`config.mk`:
```
export PLATFORM = sky130hd
export DESIGN_NAME = block_float_normalizer
export DESIGN_NICKNAME = d
export VERILOG_FILES = /design/src/rtl/block_float_normalizer.sv
export SDC_FILE = /design/constraint.sdc
export NUM_CORES = 1
export LEC_CHECK = 0
export CAP_MARGIN = 20
export CORE_UTILIZATION = 37
export CTS_CLUSTER_DIAMETER = 30
export DETAILED_ROUTE_END_ITERATION = 10
export SLEW_MARGIN = 10
export SYNTH_ARGS = -nofsm -noshare
export SYNTH_HDL_FRONTEND = slang
export SYNTH_SLANG_ARGS = --single-unit
```
`constraint.sdc`:
```
create_clock -name clk -period 40 [get_ports clk]
set_clock_uncertainty 0.1 [all_clocks]
set_input_delay 4 -clock clk [delete_from_list [all_inputs] [get_ports clk]]
set_output_delay 4 -clock clk [all_outputs]
set_load 0.02 [all_outputs]
```
`src/rtl/block_float_normalizer.sv`:
```
`default_nettype none
// ============================================================================
// Module      : block_float_normalizer
// Description : Block-floating-point normaliser. Buffers BLOCK_LEN signed
//               samples, finds the smallest headroom in the block, then
//               replays every sample left-shifted by that shared exponent.
// Revision    : 1.0 - initial release
// ============================================================================
module block_float_normalizer #(
  parameter int WIDTH     = 24,
  parameter int BLOCK_LEN = 16,
  parameter int MAX_SHIFT = WIDTH - 1
) (
  input  logic                     clk,
  input  logic                     rst,
  input  logic                     in_valid,
  output logic                     in_ready,
  input  logic [WIDTH-1:0]         in_data,
  output logic                     out_valid,
  input  logic                     out_ready,
  output logic [WIDTH-1:0]         out_data,
  output logic [$clog2(WIDTH)-1:0] out_shift,
  output logic                     out_last
);

  localparam int SW = $clog2(WIDTH);
  localparam int CW = $clog2(BLOCK_LEN);
  localparam logic [SW-1:0] c_max_shift = SW'(MAX_SHIFT);
  localparam logic [CW-1:0] c_last_idx  = CW'(BLOCK_LEN - 1);

  typedef enum logic [0:0] {
    S_FILL  = 1'b0,
    S_DRAIN = 1'b1
  } state_t;

  state_t           r_state;
  state_t           w_next_state;
  logic [CW-1:0]    r_count;
  logic [CW-1:0]    r_rd;
  logic [SW-1:0]    r_min_hr;
  logic [SW-1:0]    r_shift;
  logic [WIDTH-1:0] r_buf [BLOCK_LEN];

  logic [SW-1:0]    w_hr;
  logic [SW-1:0]    w_hr_cap;
  logic [SW-1:0]    w_blk_min;
  logic             w_hr_stop;
  logic             w_in_fire;
  logic             w_out_fire;

  // Headroom of the incoming sample: run of bits below the MSB matching the sign.
  always_comb begin
    w_hr      = '0;
    w_hr_stop = 1'b0;
    for (int i = WIDTH - 2; i >= 0; i--) begin
      if (!w_hr_stop && (in_data[i] == in_data[WIDTH-1])) begin
        w_hr = w_hr + 1'b1;
      end else begin
        w_hr_stop = 1'b1;
      end
    end
    w_hr_cap  = (w_hr > c_max_shift) ? c_max_shift : w_hr;
    w_blk_min = (w_hr_cap < r_min_hr) ? w_hr_cap : r_min_hr;
  end

  // State register.
  always_ff @(posedge clk) begin
    if (rst) begin
      r_state <= S_FILL;
    end else begin
      r_state <= w_next_state;
    end
  end

  // Next-state and handshake/output decode; ready depends on state only.
  always_comb begin
    w_next_state = r_state;
    in_ready     = 1'b0;
    out_valid    = 1'b0;
    out_data     = '0;
    out_shift    = '0;
    out_last     = 1'b0;
    w_in_fire    = 1'b0;
    w_out_fire   = 1'b0;
    case (r_state)
      S_FILL: begin
        in_ready  = 1'b1;
        w_in_fire = in_valid;
        if (in_valid && (r_count == c_last_idx)) begin
          w_next_state = S_DRAIN;
        end
      end
      S_DRAIN: begin
        out_valid  = 1'b1;
        out_data   = r_buf[r_rd] << r_shift;
        out_shift  = r_shift;
        out_last   = (r_rd == c_last_idx);
        w_out_fire = out_ready;
        if (out_ready && (r_rd == c_last_idx)) begin
          w_next_state = S_FILL;
        end
      end
      default: begin
        w_next_state = S_FILL;
      end
    endcase
  end

  // Fill/drain counters, running block minimum and the latched block exponent.
  always_ff @(posedge clk) begin
    if (rst) begin
      r_count  <= '0;
      r_rd     <= '0;
      r_min_hr <= c_max_shift;
      r_shift  <= '0;
    end else begin
      if (w_in_fire) begin
        if (r_count == c_last_idx) begin
          r_count  <= '0;
          r_rd     <= '0;
          r_shift  <= w_blk_min;
          r_min_hr <= c_max_shift;
        end else begin
          r_count  <= r_count + 1'b1;
          r_min_hr <= w_blk_min;
        end
      end
      if (w_out_fire) begin
        if (r_rd == c_last_idx) begin
          r_rd     <= '0;
          r_count  <= '0;
          r_min_hr <= c_max_shift;
        end else begin
          r_rd <= r_rd + 1'b1;
        end
      end
    end
  end

  // Sample buffer; contents are only meaningful up to the current fill count.
  always_ff @(posedge clk) begin
    if (w_in_fire) begin
      r_buf[r_count] <= in_data;
    end
  end

endmodule
`default_nettype wire

```
# Word level (Yosys, flattened, before mapping)
# Memories as Yosys holds them, arrays and structs flattened. A register that Yosys moved wholly into a read port is not among the register bits.
# Cells that the tools add are included.
# totals
memories,1
word_cells,181
register_bits,19
ram_bits,384
out_inout_bits,32
# classes
reduce_logical,49
mux,73
magnitude_cmp,2
bitwise_logic,1
shift,1
eq_ne,25
n_addsub,24
# mem_list
memory,words,word_bits,rd,rd_ports_with_merged_regs,wr,line,text
r_buf,16,24,1,1,1,42,logic [WIDTH-1:0] r_buf [BLOCK_LEN];
# ops
cell,n
$mux 5,28
$add 5x1->5 const B,21
$mux 4,10
$mux 1,32
$logic_and 1x1->1,24
$mux 24,1
$shl 24x5->24,1
$eq 1x1->1,23
$logic_not 1->1,21
$add 4x1->4 const B,2
$eq 4x4->1 const B,2
$gt 5x5->1 const B,1
$lt 5x5->1,1
$reduce_and 2->1,2
$reduce_bool 2->1,2
$add 1x1->2 const B,1
$mux 2,1
$pmux 1 s2,1
$not 1->1,1

# Depth between registers and ports, before layout
# Gate-level depths: netlist (run 1).
# logic_depth
depth_word,74
mapped_depth,79
mapped_depth_nobuf,75

# Least setup slack after synthesis (run 1)
# Ideal clock, no wire load.
# synth_path
path_kind,input-to-reg
startpoint,in in_data[23]
endpoint,reg r_shift[2]
path_slack_ps,24203
required_time_ps,39782
t_arrival_ps,15578
stages,70
path_cell_list,buf_6 -> or3_4 -> or3_1 -> buf_4 -> nand2_4 -> clkbuf_1 -> nor2_1 -> ha_1 -> clkbuf_1 -> nand2_1 -> nand2_1 -> ha_1 -> o21ai_0 -> o21ai_0 -> o211ai_1 -> o21ai_0 -> ha_1 -> o21ai_0 -> [34 not listed] -> o21ai_0 -> nor2_1 -> inv_1 -> nor2_1 -> xnor3_1 -> xor2_1 -> mux2i_2 -> o211ai_1 -> ha_1 -> a21oi_1 -> nor2b_1 -> o21ai_0 -> nand2b_1 -> a41oi_1 -> nor2_1 -> a311oi_1 -> o311ai_1 -> o211a_1
# synth_via
elab_chain_len,70
# synth_rtl
element,line,text
from (decl),18,"input logic [WIDTH-1:0] in_data,"
branches (longest 65 deep; another with $add 5x1->5),--,
$mux 5 (*),56,if (!w_hr_stop && (in_data[i] == in_data[WIDTH-1])) begin
$gt 5x5->1,62,w_hr_cap = (w_hr > c_max_shift) ? c_max_shift : w_hr;
$mux 5 (*),62,
$lt 5x5->1,63,w_blk_min = (w_hr_cap < r_min_hr) ? w_hr_cap : r_min_hr;
$mux 5 (*),63,
to (signal assigned),121,r_shift <= w_blk_min;
to (decl),41,logic [SW-1:0] r_shift;
# Every way passes the cells marked *.
# A chain may end at the register's enable or synchronous reset.

# Worst setup path in the final report (run 1)
# layout_path
startpoint,in in_data[22]
endpoint,reg r_shift[2]
# layout_via
elab_chain_len,70
# layout_rtl
element,line
$eq 1x1->1 (*),56
branches (longest 64 deep; another with $add 5x1->5),--
$mux 5 (*),56
$gt 5x5->1,62
$mux 5 (*),62
$lt 5x5->1,63
$mux 5 (*),63
# Marks and branches as above.

==> results.py, run 1 <==
metrics = {
    "global_routing": {
        "antenna_found_initial": 1,
        "grt_max_degree": 71,
        "gr-total-overflow": 0,
        "grt_pass1_wl_mm": 76.04,
        "grt_use_total_pct": 18.06,
        "grt_pass1_vias": 12671,
    },
    "detailed_routing": {
        "wl_mm": 49.78,
        "vias_per_cell": 5.669,
        "vias": 12477,
        "wl_per_cell_um": 22.62,
        "drc": 0,
        "drtPass1Iterations": 6,
        "ant_nets": 0,
        "first_iter_violations": 1119,
    },
    "worst_setup_path": {
        "cp_top_family": "compound AO/OA/AOI/OAI gates",
        "end_kind": "flop",
        "critPathSlowestCell": "clkdlybuf4s50_1",
        "start_kind": "primary input",
        "cp_slowest_stage_delay_ns": 0.80,
        "critPathMaxFanout": 22,
        "rrSetupSlack_ns": 36.97,
        "worstPathArrival_ns": 18.08,
        "cp.buffers_inverters": 5,
        "setup.worst_path.class": "in -> reg",
        "worstPathRequired_ns": 40.38,
    },
    "timing": {
        "fin_crit_sh_pct": 44.24,
        "finalHoldViolCount": 0,
        "worst_slew_pin_slew_ns": 1.079,
        "slew_viol_final": 0,
        "finalSetupViolations": 0,
        "finalWorstSetupSlack_ns": 22.30,
        "fmax_mhz": 56.51,
        "fin_crit_ns": 17.70,
        "tns_ns": 0,
        "rsz0062_at_grt": "false",
        "relSlewSlack_pct": 28.07,
    },
    "layout": {
        "synthToLayoutAreaGrowth_pct": 17.40,
        "nNetsFinal": 1509,
        "drive_above_1_share_pct": 21.81,
        "fillCellCount": 4671,
        "design_area_um2": 23730,
    },
    "cts": {
        "cts.sinks": 407,
        "clk_pin_slew_ns": 0.06,
        "cts_resized": 0,
        "clk-insertion-delay-late_ns": 0.59,
        "clockRootBuffer": "clkbuf_16",
        "cts_setup_buffers": 0,
        "cts_buffer_depth": 3,
        "ctsHtreeMaxLevel": 2,
        "cts_tree": "yes",
        "cts_buffers": 61,
        "postCtsHoldBufs": 0,
    },
    "yosys": {
        "synth_top_family_by_area": "multiplexers",
        "synth_compound_area_share_pct": 7.380,
        "ys_types": 94,
        "syn_area_um2": 20210,
        "synth_top_area_share_pct": 57.06,
        "muxShareOfSynthArea_pct": 17.30,
        "synth_area_leader_cell": "edfxtp_1",
        "synth_most_common_cell": "edfxtp_1",
        "yosys-top-cells-count": "edfxtp_1, mux4_2, nand2_1",
        "yosysSeqAreaShare_pct": 59.34,
        "ys_warn_count": 0,
        "async_reset_ff_share_pct": 0,
        "synth_ff_type": "edfxtp_1",
        "synthXorXnorAreaFrac_pct": 2.879,
        "synthCells": 1370,
        "synth_seq_cells": 407,
        "synth_area_leaders": "edfxtp_1, mux4_2, dfxtp_1",
        "synth-simple-area-share_pct": 9.138,
        "syn-num-nets": 1427,
        "synth.avg_cell_area_um2": 14.75,
        "synth_adder_area_share_pct": 2.000,
        "synth_edf_count": 384,
    },
    "power_and_ir_drop": {
        "p_per_area_nw_per_um2": 44.86,
        "total_power_mw": 1.064,
        "p_clk_share_pct": 50.2,
        "switching_share_pct": 21.72,
        "pwr-share-seq_pct": 44.4,
        "switchingPower_mw": 0.2312,
        "p_leak_nw": 7.670,
        "p_int_mw": 0.8331,
        "irDropWorstVdd_mv": 0.03347,
        "combPwrFrac_pct": 5.4,
    },
    "place": {
        "hpwl_mm": 30.76,
        "placed_area_um2": 21620,
        "place_ws_ns": 21.82,
        "place.port_buffers": 59,
        "gp_congestion": 0.8456,
    },
    "floorplanning": {
        "io_pins": 60,
        "die_x_um": 235.7,
        "die-area_um2": 55560,
        "start_util_pct": 37.48,
        "rows": 85,
        "core_um2": 53920,
        "fp.dieH_um": 235.7,
    },
    "status": {
        "status": "completed",
    },
    "min_path": {
        "min_path_type": "reg -> reg",
    },
    "flow_run": {
        "max_cap_violations": 0,
    },
}
## area by class of cell
cell class                 count  area (um2)  share of cell area [%]
clock inverter                49       519.2                   2.189
antenna                        1       2.502                 0.01055
multi-input combinational    865        7821                   32.97
clock buffer                  66        1588                   6.692
sequential                   407       12000                   50.58
inverter                      26       97.59                  0.4113
timing repair buffer          91       825.8                   3.481
tap                          696       870.8                   3.670
## worst paths after layout
path                                start                 endpoint  depth (start not counted)
setup / recovery              in_data[22]  r_shift[2]$_SDFFE_PP0P_                         73
hold reg to reg   r_shift[0]$_SDFFE_PP0P_  r_shift[0]$_SDFFE_PP0P_                          2
hold / removal    r_shift[0]$_SDFFE_PP0P_  r_shift[0]$_SDFFE_PP0P_                          2
setup reg to reg       r_state$_SDFF_PP0_  r_buf[13][23]$_DFFE_PP_                          4
## cell usage in the layout (no fill, tap or decap), drive strengths merged, types with 13 or more instances in the layout
cell type,instances
edfxtp,384
mux4,121
nand2,95
nor2,83
clkbuf,66
o21ai,60
clkdlybuf4s50,58
a21oi,46
mux2i,43
nand3,34
xnor2,34
inv,34
buf,33
and2,32
mux2,30
ha,29
clkinv,25
dfxtp,23
nand2b,22
nor3,21
xor2,17
and3,17
nor2b,13
## registers in the layout, indices dropped and copies added, names as in the netlist, named ones only
name      flops
r_min_hr      5
r_rd          4
r_buf       384
r_shift       5
r_state       1
r_count       4
## routing by layer
metal | GRT usage, % | vias to the layer above | share of wire [%]
met2 | 31.00 | 387 | 50
met3 | 2.545 | 79 | 5.2
met5 | 0 | - | 0
li1 | - | 5612 | -
met4 | 5.367 | 0 | 2.4
met1 | 23.75 | 6399 | 43
## metrics by stage
step / hold WS (ns) / instances / utilization, %
2_1_floorplan: 0.3547 / 1370 / -
3_3_place_gp: 0.3463 / 2085 / 40.09
3_5_place_dp: 0.3491 / 2085 / 40.09
4_1_cts: 0.3552 / 2200 / 44.00
5_1_grt: 0.4022 / 2200 / 44.00
6_report: 0.3503 / 2201 / 44.00
## tightest hold or removal path, stage by stage, from the launching register on
cell and delay [ns]:
dfxtp_1 0.31, nand2_1 0.05, a21oi_1 0.05
## power groups by stage
stage | registers (mW) | logic (mW) | clock network [mW]
after floorplan | 0.480 | 0.0352 | 0
after global placement | 0.480 | 0.0560 | 0
after detailed placement | 0.481 | 0.0574 | 0
after CTS | 0.472 | 0.0577 | 0.542
after global routing | 0.472 | 0.0636 | 0.560
final | 0.472 | 0.0578 | 0.534
## cell families (layout without fill, tap and decap cells)
family,count (synthesis),count (layout)
buffers and inverters,98,232
xor gates and xnor gates,56,56
other,0,1
and+or+nand+nor,363,363
DFF,407,407
AOI/OAI and AO/OA,219,219
adders and majority gates,33,33
muxes,194,194
Power figures use the tool's default switching activity.
==> run 2: changes to the inputs <==
==> constraint.sdc (replaced) <==
create_clock -name clk -period 14.3 [get_ports clk]
set_clock_uncertainty 0.1 [all_clocks]
set_input_delay 1.43 -clock clk [delete_from_list [all_inputs] [get_ports clk]]
set_output_delay 1.43 -clock clk [all_outputs]
set_load 0.02 [all_outputs]
==> results.py, run 2 (synthesized netlist as in run 1, its figures left out) <==
metrics = {
    "status": {
        "status": "completed",
    },
    "layout": {
        "synthToLayoutAreaGrowth_pct": 20.69,
        "design_area_um2": 24390,
        "multi_input_area_um2": 7889,
        "nNetsFinal": 1540,
        "seq_area_um2": 12000,
        "final_common_cell": "edfxtp_1",
        "fin_cells": 2239,
        "fillCellCount": 4628,
        "drive_above_1_share_pct": 24.76,
        "fin_util_pct": 45.23,
        "reg_top3": "r_buf: 384 flops, r_min_hr: 5 flops, r_shift: 5 flops",
        "largest_reg_flops": 384,
        "top_register": "r_buf",
        "final_cell_mix": "edfxtp_1, mux4_2, nand2_1, nor2_1, clkbuf_16",
        "antenna_cells": 0,
    },
    "timing": {
        "finalSetupViolations": 0,
        "fin_crit_sh_pct": 92.93,
        "worst_slew_pin_slew_ns": 1.082,
        "fin_crit_ns": 13.29,
        "finalWorstSetupSlack_ns": 1.011,
        "relSlewSlack_pct": 27.74,
        "hold_ws_ns": 0.4013,
        "finalHoldViolCount": 0,
        "tns_ns": 0,
        "slew_viol_final": 0,
        "fmax_mhz": 75.25,
    },
    "worst_setup_path": {
        "start_kind": "primary input",
        "critical_path.most_common_cell": "ha_1",
        "rrSetupSlack_ns": 11.20,
        "rr_worst_depth": 4,
        "setup.worst_path.class": "in -> reg",
        "critPathMaxFanout": 19,
        "end_kind": "flop",
        "critPathSlowestCell": "clkdlybuf4s50_1",
        "worstPathArrival_ns": 13.66,
        "cp_slowest_stage_delay_ns": 0.53,
        "worstPathRequired_ns": 14.67,
    },
    "power_and_ir_drop": {
        "switchingPower_mw": 0.7370,
        "total_power_mw": 3.257,
        "p_per_area_nw_per_um2": 133.5,
        "combPwrFrac_pct": 5.3,
        "switching_share_pct": 22.63,
        "irDropWorstVdd_mv": 0.08429,
        "p_leak_nw": 7.994,
        "p_clk_share_pct": 54.2,
        "p_int_mw": 2.520,
        "pwr-share-seq_pct": 40.6,
    },
    "detailed_routing": {
        "ant_nets": 0,
        "drtPass1Iterations": 7,
        "first_iter_violations": 1062,
        "vias": 12520,
        "drc": 0,
        "wl_mm": 51.20,
        "vias_per_cell": 5.592,
        "wl_per_cell_um": 22.87,
    },
    "floorplanning": {
        "fp.dieH_um": 235.7,
        "rows": 85,
        "die_x_um": 235.7,
        "start_util_pct": 37.48,
        "die-area_um2": 55560,
        "core_um2": 53920,
        "io_pins": 60,
    },
    "global_routing": {
        "grt_pass1_wl_mm": 76.61,
        "antenna_found_initial": 0,
        "gr-total-overflow": 0,
        "grt_pass1_vias": 12591,
        "grt_use_total_pct": 18.43,
        "grt_max_degree": 67,
    },
    "place": {
        "hpwl_mm": 31.06,
        "place.port_buffers": 59,
        "placed_area_um2": 21720,
        "place_ws_ns": -0.4161,
        "gp_congestion": 0.8397,
        "dp_cells": 2099,
    },
    "min_path": {
        "min_path_cells": 1,
        "min_path_type": "reg -> reg",
    },
    "cts": {
        "cts.sinks": 407,
        "clk-insertion-delay-late_ns": 0.59,
        "cts_buffer_depth": 3,
        "cts_tree": "yes",
        "postCtsHoldBufs": 0,
        "cts_buffers": 72,
        "clk_pin_slew_ns": 0.05,
        "clockRootBuffer": "clkbuf_16",
        "ctsHtreeMaxLevel": 3,
    },
    "flow_run": {
        "max_cap_violations": 0,
    },
}
[run 2: worst max-delay path, delay by kind of cell]
family / cells / cell delay [ns]
compound gates: 31 / 4.51
xor+xnor: 2 / 0.44
fa+ha+maj: 12 / 3.26
buf+inv: 7 / 1.30
mux: 3 / 0.51
simple gates: 19 / 2.18
[run 2: path summary, 6_finish.rpt]
| kind | from | to |
|---|---|---|
| setup / recovery | in_data[22] | r_shift[2]$_SDFFE_PP0P_ |
| hold / removal | r_shift[2]$_SDFFE_PP0P_ | r_shift[2]$_SDFFE_PP0P_ |
| setup reg to reg | r_state$_SDFF_PP0_ | r_buf[13][18]$_DFFE_PP_ |
| hold reg to reg | r_shift[2]$_SDFFE_PP0P_ | r_shift[2]$_SDFFE_PP0P_ |
[run 2: area by class of cell]
cell class                      instances  share of cell area [%]
Tap cell                              696                   3.570
Clock inverter                         57                   2.832
Inverter                               26                  0.4001
Sequential cell                       407                   49.20
Clock buffer                           77                   7.638
Multi-Input combinational cell        865                   32.34
Timing Repair Buffer                  111                   4.017
[run 2: repair_timing]
item,in CTS,in global routing
endpoints found under the setup margin,0,10
buffers inserted,0,6
gates resized for setup,0,20
[run 2: power by group through the flow]
stage	Clock [mW]	Combinational, mW	Sequential (mW)
4_1_cts	1.79	0.166	1.32
3_3_place_gp	0	0.161	1.34
5_1_grt	1.84	0.187	1.32
3_5_place_dp	0	0.165	1.34
6_report	1.76	0.172	1.32
2_1_floorplan	0	0.0985	1.34
[run 2: layer usage]
layer / global-route usage (%) / up-vias / share of wire [%] / wire, um
met2: 31.12 / 359 / 50 / 25410
li1: - / 5689 / - / -
met5: 0 / - / 0 / 0
met4: 5.843 / 0 / 2.0 / 1028
met1: 24.37 / 6412 / 43 / 21950
met3: 2.873 / 60 / 5.5 / 2814
